[src/rtl/line_card_xbar_requester.sv]
// line_card_xbar_requester: holds a frame's first beat, requests a crossbar
// path for its destination mask, streams the frame on grant, then releases.
module line_card_xbar_requester #(
  parameter int GRANT_TIMEOUT = 1024,
  parameter int TIMEOUT_WIDTH = 11,
  parameter int CNT_WIDTH     = 32
) (
  input  logic                 clk,
  input  logic                 rst,
  input  logic                 rx_tvalid,
  output logic                 rx_tready,
  input  logic [63:0]          rx_tdata,
  input  logic [7:0]           rx_tkeep,
  input  logic                 rx_tlast,
  input  logic [10:0]          rx_tdest,
  input  logic [11:0]          rx_tuser,
  output logic                 xbar_req,
  output logic [10:0]          xbar_req_dest,
  input  logic                 xbar_grant,
  output logic                 xbar_release,
  output logic                 tx_tvalid,
  input  logic                 tx_tready,
  output logic [63:0]          tx_tdata,
  output logic [7:0]           tx_tkeep,
  output logic                 tx_tlast,
  output logic [11:0]          tx_tuser,
  output logic [CNT_WIDTH-1:0] frames_forwarded,
  output logic [CNT_WIDTH-1:0] frames_dropped_nodest,
  output logic [CNT_WIDTH-1:0] frames_dropped_timeout
);

  typedef enum logic [1:0] {
    IDLE,
    REQUEST,
    FORWARD,
    DROP
  } state_e;

  localparam logic [TIMEOUT_WIDTH-1:0] TMO_LAST =
    TIMEOUT_WIDTH'(GRANT_TIMEOUT - 1);
  localparam logic [CNT_WIDTH-1:0] CNT_MAX = '1;

  state_e                 state_q, state_d;
  logic [TIMEOUT_WIDTH-1:0] tmo_q, tmo_d;
  logic [10:0]            dest_q, dest_d;
  logic [11:0]            vlan_q, vlan_d;
  logic                   req_q, req_d;
  logic                   rel_q, rel_d;
  logic [CNT_WIDTH-1:0]   fwd_q, fwd_d;
  logic [CNT_WIDTH-1:0]   nod_q, nod_d;
  logic [CNT_WIDTH-1:0]   tmc_q, tmc_d;
  logic                   inc_fwd, inc_nod, inc_tmo;
  logic                   in_fwd;

  // Frame FSM: next state, latches, handshake steering and counter events
  always_comb begin
    state_d   = state_q;
    tmo_d     = tmo_q;
    dest_d    = dest_q;
    vlan_d    = vlan_q;
    rel_d     = 1'b0;
    inc_fwd   = 1'b0;
    inc_nod   = 1'b0;
    inc_tmo   = 1'b0;
    rx_tready = 1'b0;
    tx_tvalid = 1'b0;
    unique case (state_q)
      IDLE: begin
        if (rx_tvalid) begin
          dest_d = rx_tdest;
          vlan_d = rx_tuser;
          tmo_d  = '0;
          if (rx_tdest == '0) begin
            state_d = DROP;
            inc_nod = 1'b1;
          end else begin
            state_d = REQUEST;
          end
        end
      end
      REQUEST: begin
        if (xbar_grant) begin
          state_d = FORWARD;
        end else if (tmo_q == TMO_LAST) begin
          state_d = DROP;
          inc_tmo = 1'b1;
        end else begin
          tmo_d = tmo_q + TIMEOUT_WIDTH'(1);
        end
      end
      FORWARD: begin
        tx_tvalid = rx_tvalid;
        rx_tready = tx_tready;
        if (rx_tvalid && tx_tready && rx_tlast) begin
          state_d = IDLE;
          rel_d   = 1'b1;
          inc_fwd = 1'b1;
        end
      end
      DROP: begin
        rx_tready = 1'b1;
        if (rx_tvalid && rx_tlast) begin
          state_d = IDLE;
        end
      end
      default: state_d = IDLE;
    endcase
    req_d = (state_d == REQUEST);
  end

  // Saturating statistics counters
  always_comb begin
    fwd_d = fwd_q;
    nod_d = nod_q;
    tmc_d = tmc_q;
    if (inc_fwd && fwd_q != CNT_MAX) fwd_d = fwd_q + CNT_WIDTH'(1);
    if (inc_nod && nod_q != CNT_MAX) nod_d = nod_q + CNT_WIDTH'(1);
    if (inc_tmo && tmc_q != CNT_MAX) tmc_d = tmc_q + CNT_WIDTH'(1);
  end

  // State, latched frame context, request/release and counter registers
  always_ff @(posedge clk or posedge rst) begin
    if (rst) begin
      state_q <= IDLE;
      tmo_q   <= '0;
      dest_q  <= '0;
      vlan_q  <= '0;
      req_q   <= 1'b0;
      rel_q   <= 1'b0;
      fwd_q   <= '0;
      nod_q   <= '0;
      tmc_q   <= '0;
    end else begin
      state_q <= state_d;
      tmo_q   <= tmo_d;
      dest_q  <= dest_d;
      vlan_q  <= vlan_d;
      req_q   <= req_d;
      rel_q   <= rel_d;
      fwd_q   <= fwd_d;
      nod_q   <= nod_d;
      tmc_q   <= tmc_d;
    end
  end

  assign in_fwd = (state_q == FORWARD);

  assign tx_tdata  = in_fwd ? rx_tdata : '0;
  assign tx_tkeep  = in_fwd ? rx_tkeep : '0;
  assign tx_tlast  = in_fwd ? rx_tlast : 1'b0;
  assign tx_tuser  = vlan_q;

  assign xbar_req      = req_q;
  assign xbar_req_dest = dest_q;
  assign xbar_release  = rel_q;

  assign frames_forwarded       = fwd_q;
  assign frames_dropped_nodest  = nod_q;
  assign frames_dropped_timeout = tmc_q;

endmodule

[config.mk]
export PLATFORM = sky130hd
export DESIGN_NAME = line_card_xbar_requester
export DESIGN_NICKNAME = d
export VERILOG_FILES = /design/src/rtl/line_card_xbar_requester.sv
export SDC_FILE = /design/constraint.sdc
export NUM_CORES = 1
export LEC_CHECK = 0
export CAP_MARGIN = 20
export CELL_PAD_IN_SITES_DETAIL_PLACEMENT = 0
export CELL_PAD_IN_SITES_GLOBAL_PLACEMENT = 1
export CORE_ASPECT_RATIO = 0.7
export CORE_UTILIZATION = 31
export CTS_CLUSTER_SIZE = 20
export DETAILED_ROUTE_END_ITERATION = 6
export HOLD_SLACK_MARGIN = 0.02
export PLACE_DENSITY_LB_ADDON = 0.1
export SLEW_MARGIN = 20
export SYNTH_ARGS = -nofsm -noshare
export SYNTH_HDL_FRONTEND = slang
export SYNTH_SLANG_ARGS = --single-unit
[constraint.sdc]
create_clock -name clk -period 7 [get_ports clk]
set_clock_uncertainty 0.15 [all_clocks]
set_input_delay 2.1 -clock clk [delete_from_list [all_inputs] [get_ports clk]]
set_output_delay 2.1 -clock clk [all_outputs]
set_load 0.01 [all_outputs]
# Word-level counts from Yosys, hierarchy flattened

Index checks and enable logic that the tools add are counted.

Register bits after elaboration: 134
Input port bits: 101
Word-level logic and storage cells: 59

Add/subtract/negate cells: 4
Equality and inequality tests: 11
Multiplexer cells: 24
Reductions and logical operators: 11

Operators with widths:

| kind                                                   | count |
|---|---|
| adder 32 x 1 -> 32 bit (second input constant)         | 3 |
| inequality test 32 bit (second input constant)         | 3 |
| two-way mux 64 bit                                     | 1 |
| two-way mux 11 bit                                     | 3 |
| one-hot mux 11 bit (2 select lines)                    | 1 |
| two-way mux 2 bit                                      | 6 |
| adder 11 x 1 -> 11 bit (second input constant)         | 1 |
| equality test 11 x 10 -> 1 bit (second input constant) | 1 |
| logical NOT 11 bit                                     | 1 |
| two-way mux 1 bit                                      | 10 |
| two-way mux 8 bit                                      | 1 |
| one-hot mux 2 bit (4 select lines)                     | 1 |
| logical AND 1 bit                                      | 6 |
| inequality test 2 bit (second input constant)          | 3 |
| equality test 2 x 1 -> 1 bit (second input constant)   | 2 |
| equality test 2 bit (second input constant)            | 2 |
| AND reduction 4 bit                                    | 1 |
| logical NOT 2 bit                                      | 1 |
| one-hot mux 1 bit (2 select lines)                     | 1 |
| AND reduction 2 bit                                    | 1 |
| nonzero test 2 bit                                     | 1 |

# Depth between registers and ports, before layout

Gate-level depths: netlist of run 1.

Depth after elaboration: 5
Depth in mapped cells: 8

# Worst setup path after synthesis of run 1

Ideal clock, no wire load.

Path type: input port to output port
Start point: input port tx_tready
End point: output port rx_tready
Arrival time: 2,282 ps
Required time: 4,750 ps
Path slack: 2,468 ps
Cell stages on the path: 2
Buffers on the path: 0
Cells stage by stage: nor2_1 > nor2_1

Longest elaborated chain between the ends: 1

RTL lines:

| item                               | RTL line | RTL |
|---|---|---|
| start: declaration                 | 22       | `input logic tx_tready,` |
| one-hot mux 1 bit (2 select lines) | 67       | `unique case (state_q)` |
| end: declaration                   | 11       | `output logic rx_tready,` |

No other way between the ends.

# Final worst setup path of run 1

Ends and elaborated chain as after synthesis.

==> results.cfg, run 1 <==
[setup_path]
slowest_delay_ps = 540
rrSetupSlack_ps = 3930
cp.depth = 4
worstSetupStartpointType = primary input
cp-end-kind = output pin
worst-path-max-fanout = 3
crit_type = primary input to output pin
worst_path_max_delay_cell = clkdlybuf4s50_1
worstPathCellList = clkdlybuf4s50_1, nor2_1, nor2_1, clkdlybuf4s50_1
cp_data_required_time_ps = 4750
path_buf_inv = 2
crit_family = buffers and inverters
arrival_ps = 3340
r2r_cells = 7

[routing]
totalWireLength_um = 20300
drc = 0
vias_per_cell = 4.71
routedWlPerCell_um = 16.6
drt-pass1-iter-count = 6
ant_nets = 0
drt_iter0_markers = 272
vias = 5746

[die]
dieArea_um2 = 22000
fp-row-count = 44
die_w_um = 177
die_h_um = 124
io_pins = 297
core_um2 = 20900
start_util_pct = 31.8

[final_layout]
seq_area_um2 = 3350
area_delta_synth_final_pct = 59.0
layout.nets = 1035
drive_gt1_share_pct = 8.17
fin_area_um2 = 10500
antenna_cells = 0
multiInputGateArea_um2 = 3170
fillers = 1858

[timing]
slew_headroom_pct = 45.5
period_share_pct = 79.9
worst_slew_pin_slew_ps = 817
period_needed_ps = 5590
setup_violations = 0
hold_violations = 0
rsz0062_at_grt = false
setup-tns-final_ps = 0
max_freq_mhz = 179
maxSlewViolCount = 0

[clock_tree]
cts_setup_buffers = 0
post_cts_resized = 0
h-tree-depth = 4
clk_pin_slew_ps = 60
clock_path_buffers = 2
clock_latency_ps = 410
root_buffer = clkbuf_16
ctsHoldBuffers = 0
cts_tree = built
cts_buffers = 17
cts_sinks = 134

[power_and_ir_drop]
irDropWorstVdd_mv = 0.151
power.leakage_nw = 4.49
powerDensity_nw_per_um2 = 270

[grt]
grt-ovfl-total = 0
grt_pass1_vias = 5771
antenna_found_initial = 0
grt_pass1_wl_um = 32500
grt_max_degree = 91
grt_usage_pct = 19.0

[synthesis]
synth-seq-cells = 134
synthMuxAreaShare_pct = 4.42
yosys.cell_count.top_type = dfrtp_1
synth_xor_area_share_pct = 12.3
synth-simple-area-share_pct = 25.9
synthArstFlopShare_pct = 100
synth_top_family_by_area = simple AND/OR/NAND/NOR gates
syn_inst = 626
synth_area_per_cell_um2 = 10.6
synth_fp_nets = 731
synth.distinct_cells = 50
ys_top_cells_by_area = dfrtp_1 (51%), xnor2_1 (7.5%), and2_1 (7.4%)
syn-cell-area_um2 = 6630
synth_fa_ha_area_share_pct = 0.755
synthFlopType = dfrtp_1
synth-edff-count = 0
synth_seq_area_share_pct = 50.6
yosys.area.top_type = dfrtp_1
synth_commonest_cells = dfrtp_1 (134), and2_1 (78), xnor2_1 (57), nand2_1 (46), nor2_1 (46)
synth_top_area_share_pct = 50.6
synth_compound_area_share_pct = 4.36
yosys_warnings = 0

[worst_hold_path]
hp-class = register to register
hold_depth = 1

[placement]
postPlaceCellArea_um2 = 9900
io_buffers = 296
dp_hpwl_um = 15400
globalplace.congestion = 0.870

[run_status]
status = complete, no violations

[run]
maxCapViolCount = 0
-- cell usage in the layout (no fill, tap or decap), types with 4 or more instances in the layout --
cell type,n
xnor2_1,57
dfrtp_1,134
inv_6,6
mux2_2,26
a21oi_1,5
clkbuf_16,17
bufinv_16,4
nand2_1,46
ha_1,4
nor4_1,7
nor2_1,46
and2b_1,4
nor3_1,16
and4_1,6
and3_1,13
nand3_1,40
inv_1,13
o21ai_0,12
and2_1,78
nand4_1,32
xor2_1,36
clkdlybuf4s50_1,296
-- state kept, by name (all words and copies together), names as in the netlist --
register,cells
frames_dropped_nodest,32
xbar_req,1
state_q,2
xbar_req_dest,11
tx_tuser,12
frames_dropped_timeout,32
xbar_release,1
frames_forwarded,32
tmo_q,11
-- cell type report --
cell class	instances	area share, %
Clock inverter	13	1.84
Inverter	14	0.546
Sequential cell	134	31.8
Multi-Input combinational cell	464	30.1
Timing Repair Buffer	299	28.3
Tap cell	276	3.28
Clock buffer	19	4.11
-- final timing paths --
| path | start | endpoint |
|---|---|---|
| worst max-delay path | tx_tready | rx_tready |
| worst min-delay path | frames_forwarded[19]$_DFFE_PP0P_ | frames_forwarded[19]$_DFFE_PP0P_ |
| worst max register to register | state_q[0]$_DFF_PP0_ | frames_forwarded[23]$_DFFE_PP0P_ |
| worst min register to register | frames_forwarded[19]$_DFFE_PP0P_ | frames_forwarded[19]$_DFFE_PP0P_ |
| max in group asynchronous | rst | frames_dropped_timeout[4]$_DFFE_PP0P_ |
| min in group asynchronous | rst | xbar_req_dest[7]$_DFFE_PP0P_ |
-- worst reg2reg max path, delay by kind of cell (launching register included) --
kind / cells / cell delay [ps]
flops: 1 / 480
xor+xnor: 1 / 160
buf+inv: 1 / 440
compound gates: 1 / 380
simple gates: 4 / 1340
-- power by group --
group / total (mW) / internal [mW] / switching (mW) / leakage (nW)
Sequential: 0.952 / 0.873 / 0.0787 / 1.76
Combinational: 0.934 / 0.537 / 0.398 / 2.42
Clock: 0.963 / 0.603 / 0.360 / 0.303
Total: 2.85 / 2.01 / 0.836 / 4.49
-- cells by family after synthesis --
group	count (synthesis)
adders and majority gates	4
and+or+nand+nor	305
muxes	26
DFF	134
AOI/OAI and AO/OA	36
buffers and inverters	28
xor gates and xnor gates	93
-- stage by stage --
step | util, % | cells | hold WS, ps | total power, mW | worst slack, ps
after detailed placement | 47.5 | 1187 | 340 | 1.91 | 1400
after CTS | 50.5 | 1219 | 346 | 2.89 | 1400
final | 50.5 | 1219 | 343 | 2.85 | 1410
after floorplan | - | 626 | 309 | 1.37 | 1170
after global routing | 50.5 | 1219 | 367 | 3.00 | 1350
after global placement | 47.5 | 1187 | 328 | 1.90 | 1390
-- per-layer routing --
metal / global-route usage (%) / part of all wire, % / vias up
li1: - / - / 2772
met1: 26.5 / 47 / 2820
met2: 29.4 / 47 / 144
met3: 4.58 / 4.5 / 10
met4: 4.67 / 0.76 / 0
met5: 0 / 0 / -
(Power assumes the default switching activity.)
==> run 2: changes to the inputs <==
clock period = 5.7 ns   (was 7 ns; I/O delays follow)
==> results.cfg, run 2 (synthesized netlist as in run 1, its figures left out) <==
[run_status]
status = complete, no violations

[routing]
vias_per_cell = 4.76
routedWlPerCell_um = 16.4
drt_iter0_markers = 276
vias = 5805
ant_nets = 0
drc = 0
totalWireLength_um = 20100
drt-pass1-iter-count = 4

[final_layout]
antenna_cells = 0
drive_gt1_share_pct = 8.26
layout.nets = 1036
layout_commonest_cell = clkdlybuf4s50_1
fin_area_um2 = 10500
area_delta_synth_final_pct = 58.6
layout_common_cells = clkdlybuf4s50_1 (296), dfrtp_1 (134), and2_1 (78), xnor2_1 (57)

[die]
io_pins = 297
die_h_um = 124
core_um2 = 20900
fp-row-count = 44
start_util_pct = 31.8
die_w_um = 177
dieArea_um2 = 22000

[grt]
grt_pass1_vias = 5746
antenna_found_initial = 0
grt-ovfl-total = 0
grt_pass1_wl_um = 32100
grt_usage_pct = 18.8
grt_max_degree = 89

[setup_path]
path_common_cell = clkdlybuf4s50_1
worst-path-max-fanout = 5
r2r_cells = 7
slowest_delay_ps = 550
worstSetupStartpointType = primary input
arrival_ps = 2960
path_buf_inv = 2
cp.depth = 3
crit_family = buffers and inverters
crit_type = primary input to output pin
worst_path_max_delay_cell = clkdlybuf4s50_1
cp_data_required_time_ps = 3840
worstPathCellList = clkdlybuf4s50_1, and2_1, clkdlybuf4s50_1
cp-end-kind = output pin

[timing]
period_needed_ps = 4820
hold_violations = 0
period_share_pct = 84.6
worst_slew_pin_slew_ps = 993
fin_ws_ps = 878
setup-tns-final_ps = 0
maxSlewViolCount = 0
slew_headroom_pct = 33.5
setup_violations = 0
max_freq_mhz = 207
fin_hold_ws_ps = 349
rsz0062_at_grt = false

[clock_tree]
cts_buffers = 17
cts_sinks = 134
post_cts_resized = 0
cts_tree = built
h-tree-depth = 4
cts_setup_buffers = 0
ctsHoldBuffers = 0
clock_path_buffers = 2
clk_pin_slew_ps = 60
clock_latency_ps = 420
root_buffer = clkbuf_16

[placement]
postPlaceCellArea_um2 = 9910
globalplace.congestion = 0.866
pre_cts_slack_ps = 871
dp_hpwl_um = 15600
io_buffers = 296

[power_and_ir_drop]
irDropWorstVdd_mv = 0.186
power.leakage_nw = 4.48
powerDensity_nw_per_um2 = 328
power_mw = 3.45

[run]
maxCapViolCount = 0

[worst_hold_path]
hold_depth = 1
hp-class = register to register
## run 2: final timing paths
path,start,endpoint,slack (ps)
min in group asynchronous,rst,xbar_req_dest[5]$_DFFE_PP0P_,1660
worst max register to register,state_q[0]$_DFF_PP0_,frames_forwarded[19]$_DFFE_PP0P_,2610
worst min register to register,frames_forwarded[31]$_DFFE_PP0P_,frames_forwarded[31]$_DFFE_PP0P_,350
worst max-delay path,rx_tvalid,tx_tvalid,880
worst min-delay path,frames_forwarded[31]$_DFFE_PP0P_,frames_forwarded[31]$_DFFE_PP0P_,350
max in group asynchronous,rst,tmo_q[2]$_DFFE_PP0P_,2870
## run 2: per-stage QoR
step,instances,utilization [%]
after floorplan,626,-
after global placement,1188,47.5
after detailed placement,1188,47.5
after CTS,1220,50.4
after global routing,1220,50.4
final,1220,50.4
## run 2: where the power goes
part           total, mW  leakage [nW]  internal, mW  switching (mW)
clock               1.13         0.291         0.672           0.453
sequential          1.17          1.76          1.07          0.0977
combinational       1.15          2.42         0.660           0.492
## run 2: layer usage
layer	GRT usage, %	vias to the layer above	share of wire [%]
met4	4.46	0	0.99
met1	25.5	2880	47
met5	0	-	0
met2	29.6	132	47
li1	-	2778	-
met3	4.98	15	4.8
## run 2: cell type report
| type | instances | area [um^2] |
|---|---|---|
| clock buffer | 19 | 443 |
| clock inverter | 13 | 161 |
| fill | 1869 | 10400 |
| inverter | 14 | 57.6 |
| multi-input combinational | 464 | 3160 |
| sequential | 134 | 3350 |
| tap | 276 | 345 |
| timing repair buffer | 300 | 2990 |
==> run 3: changes to the inputs <==
CORE_UTILIZATION = 28   (was 31)
clock period = 4.13 ns   (was 5.7 ns; I/O delays follow)
==> results.cfg, run 3 (synthesized netlist as in run 1, its figures left out) <==
[clock_tree]
clock_path_buffers = 2
h-tree-depth = 4
clk_pin_slew_ps = 60
post_cts_resized = 0
cts_setup_buffers = 0
root_buffer = clkbuf_16
cts_buffers = 17
cts_tree = built
cts_sinks = 134
clock_latency_ps = 420
ctsHoldBuffers = 0

[power_and_ir_drop]
p_clk_share_pct = 33.9
p_switching_mw = 1.40
power.leakage_nw = 4.51
intPower_mw = 3.41
powerDensity_nw_per_um2 = 453
share_seq_of_total_power_pct = 33.5
combPwrFrac_pct = 32.7
switching_share_pct = 29.2
irDropWorstVdd_mv = 0.307
power_mw = 4.81

[placement]
place_inst = 1228
postPlaceCellArea_um2 = 10000
io_buffers = 296
pre_cts_slack_ps = 282
dp_hpwl_um = 14800
globalplace.congestion = 0.790

[final_layout]
drive_gt1_share_pct = 8.76
layout_common_cells = clkdlybuf4s50_1 (296), dfrtp_1 (134), and2_1 (78), xnor2_1 (57)
layout_commonest_cell = clkdlybuf4s50_1
antenna_cells = 0
layout.nets = 1040
area_delta_synth_final_pct = 60.3
fin_area_um2 = 10600
fin_cells = 1260

[timing]
rsz0062_at_grt = false
period_needed_ps = 3840
hold_violations = 0
setup-tns-final_ps = 0
period_share_pct = 93.0
worst_slew_pin_slew_ps = 793
max_freq_mhz = 260
slew_headroom_pct = 47.1
fin_ws_ps = 287
maxSlewViolCount = 0
setup_violations = 0

[grt]
grt_pass1_wl_um = 31400
grt-ovfl-total = 0
grt_usage_pct = 16.8
antenna_found_initial = 0
grt_pass1_vias = 5743
grt_max_degree = 135

[routing]
vias_per_cell = 4.58
drt_iter0_markers = 272
totalWireLength_um = 19700
vias = 5770
ant_nets = 0
routedWlPerCell_um = 15.6
drt-pass1-iter-count = 4
drc = 0

[setup_path]
rrSetupSlack_ps = 1270
worst-path-max-fanout = 5
cp_data_required_time_ps = 2740
cp-end-kind = output pin
worstSetupStartpointType = primary input
crit_type = primary input to output pin
arrival_ps = 2450

[die]
io_pins = 297
die_h_um = 131
core_um2 = 22900
dieArea_um2 = 24300
start_util_pct = 28.9
fp-row-count = 46
die_w_um = 186

[run]
maxCapViolCount = 0

[run_status]
status = complete, no violations

[worst_hold_path]
hp-class = register to register
[run 3: cell types whose count changed in the layout (fill, tap and decap cells not counted)]
cell        previous run  this run
buf_12                 0         1
buf_4                  4         7
bufinv_16              2         4
clkbuf_1               1         0
clkbuf_8               1         0
clkinv_2               0         3
clkinv_4               2         4
clkinvlp_4             2         3
inv_6                  5         2
inv_8                  3         0
[run 3: power by group through the flow]
stage                     clock network [mW]  registers [mW]  logic, mW
final                                   1.63            1.61       1.57
after detailed placement                   0            1.63       1.59
after global placement                     0            1.62       1.58
after CTS                               1.68            1.61       1.60
after floorplan                            0            1.67      0.654
after global routing                    1.73            1.64       1.70
[run 3: final timing paths]
kind                                                   startpoint                                      to  cells after the start
max                                                     rx_tvalid                               tx_tvalid                      3
min                        frames_dropped_timeout[30]$_DFFE_PP0P_  frames_dropped_timeout[30]$_DFFE_PP0P_                      1
max reg2reg                                  state_q[0]$_DFF_PP0_        frames_forwarded[29]$_DFFE_PP0P_                      7
min reg2reg                frames_dropped_timeout[30]$_DFFE_PP0P_  frames_dropped_timeout[30]$_DFFE_PP0P_                      1
max in group asynchronous                                     rst                  xbar_release$_DFF_PP0_                      3
min in group asynchronous                                     rst  frames_dropped_timeout[26]$_DFFE_PP0P_                      3
[run 3: metal layers]
metal  up-vias  track usage (%)  part of all wire, %
met1      2803             22.4                   45
met3        15             5.76                  7.1
met4         0             4.24                  1.0
met2       170             26.0                   47
met5         -                0                    0
li1       2782                -                    -
[run 3: worst max-delay path: stages]
cell             delay (ps)
clkdlybuf4s50_1         540
and2_1                  140
clkdlybuf4s50_1         530
[run 3: area by class of cell]
type | count | area (um^2)
Clock buffer | 17 | 425
Clock inverter | 15 | 203
Fill cell | 2165 | 12300
Inverter | 14 | 56.3
Multi-Input combinational cell | 464 | 3160
Sequential cell | 134 | 3350
Tap cell | 312 | 390
Timing Repair Buffer | 304 | 3040
[run 3: per-stage QoR]
stage	utilization [%]	hold WS, ps
3_3_place_gp	43.6	325
3_5_place_dp	43.6	332
2_1_floorplan	-	309
6_report	46.4	338
4_1_cts	46.4	341
5_1_grt	46.4	365
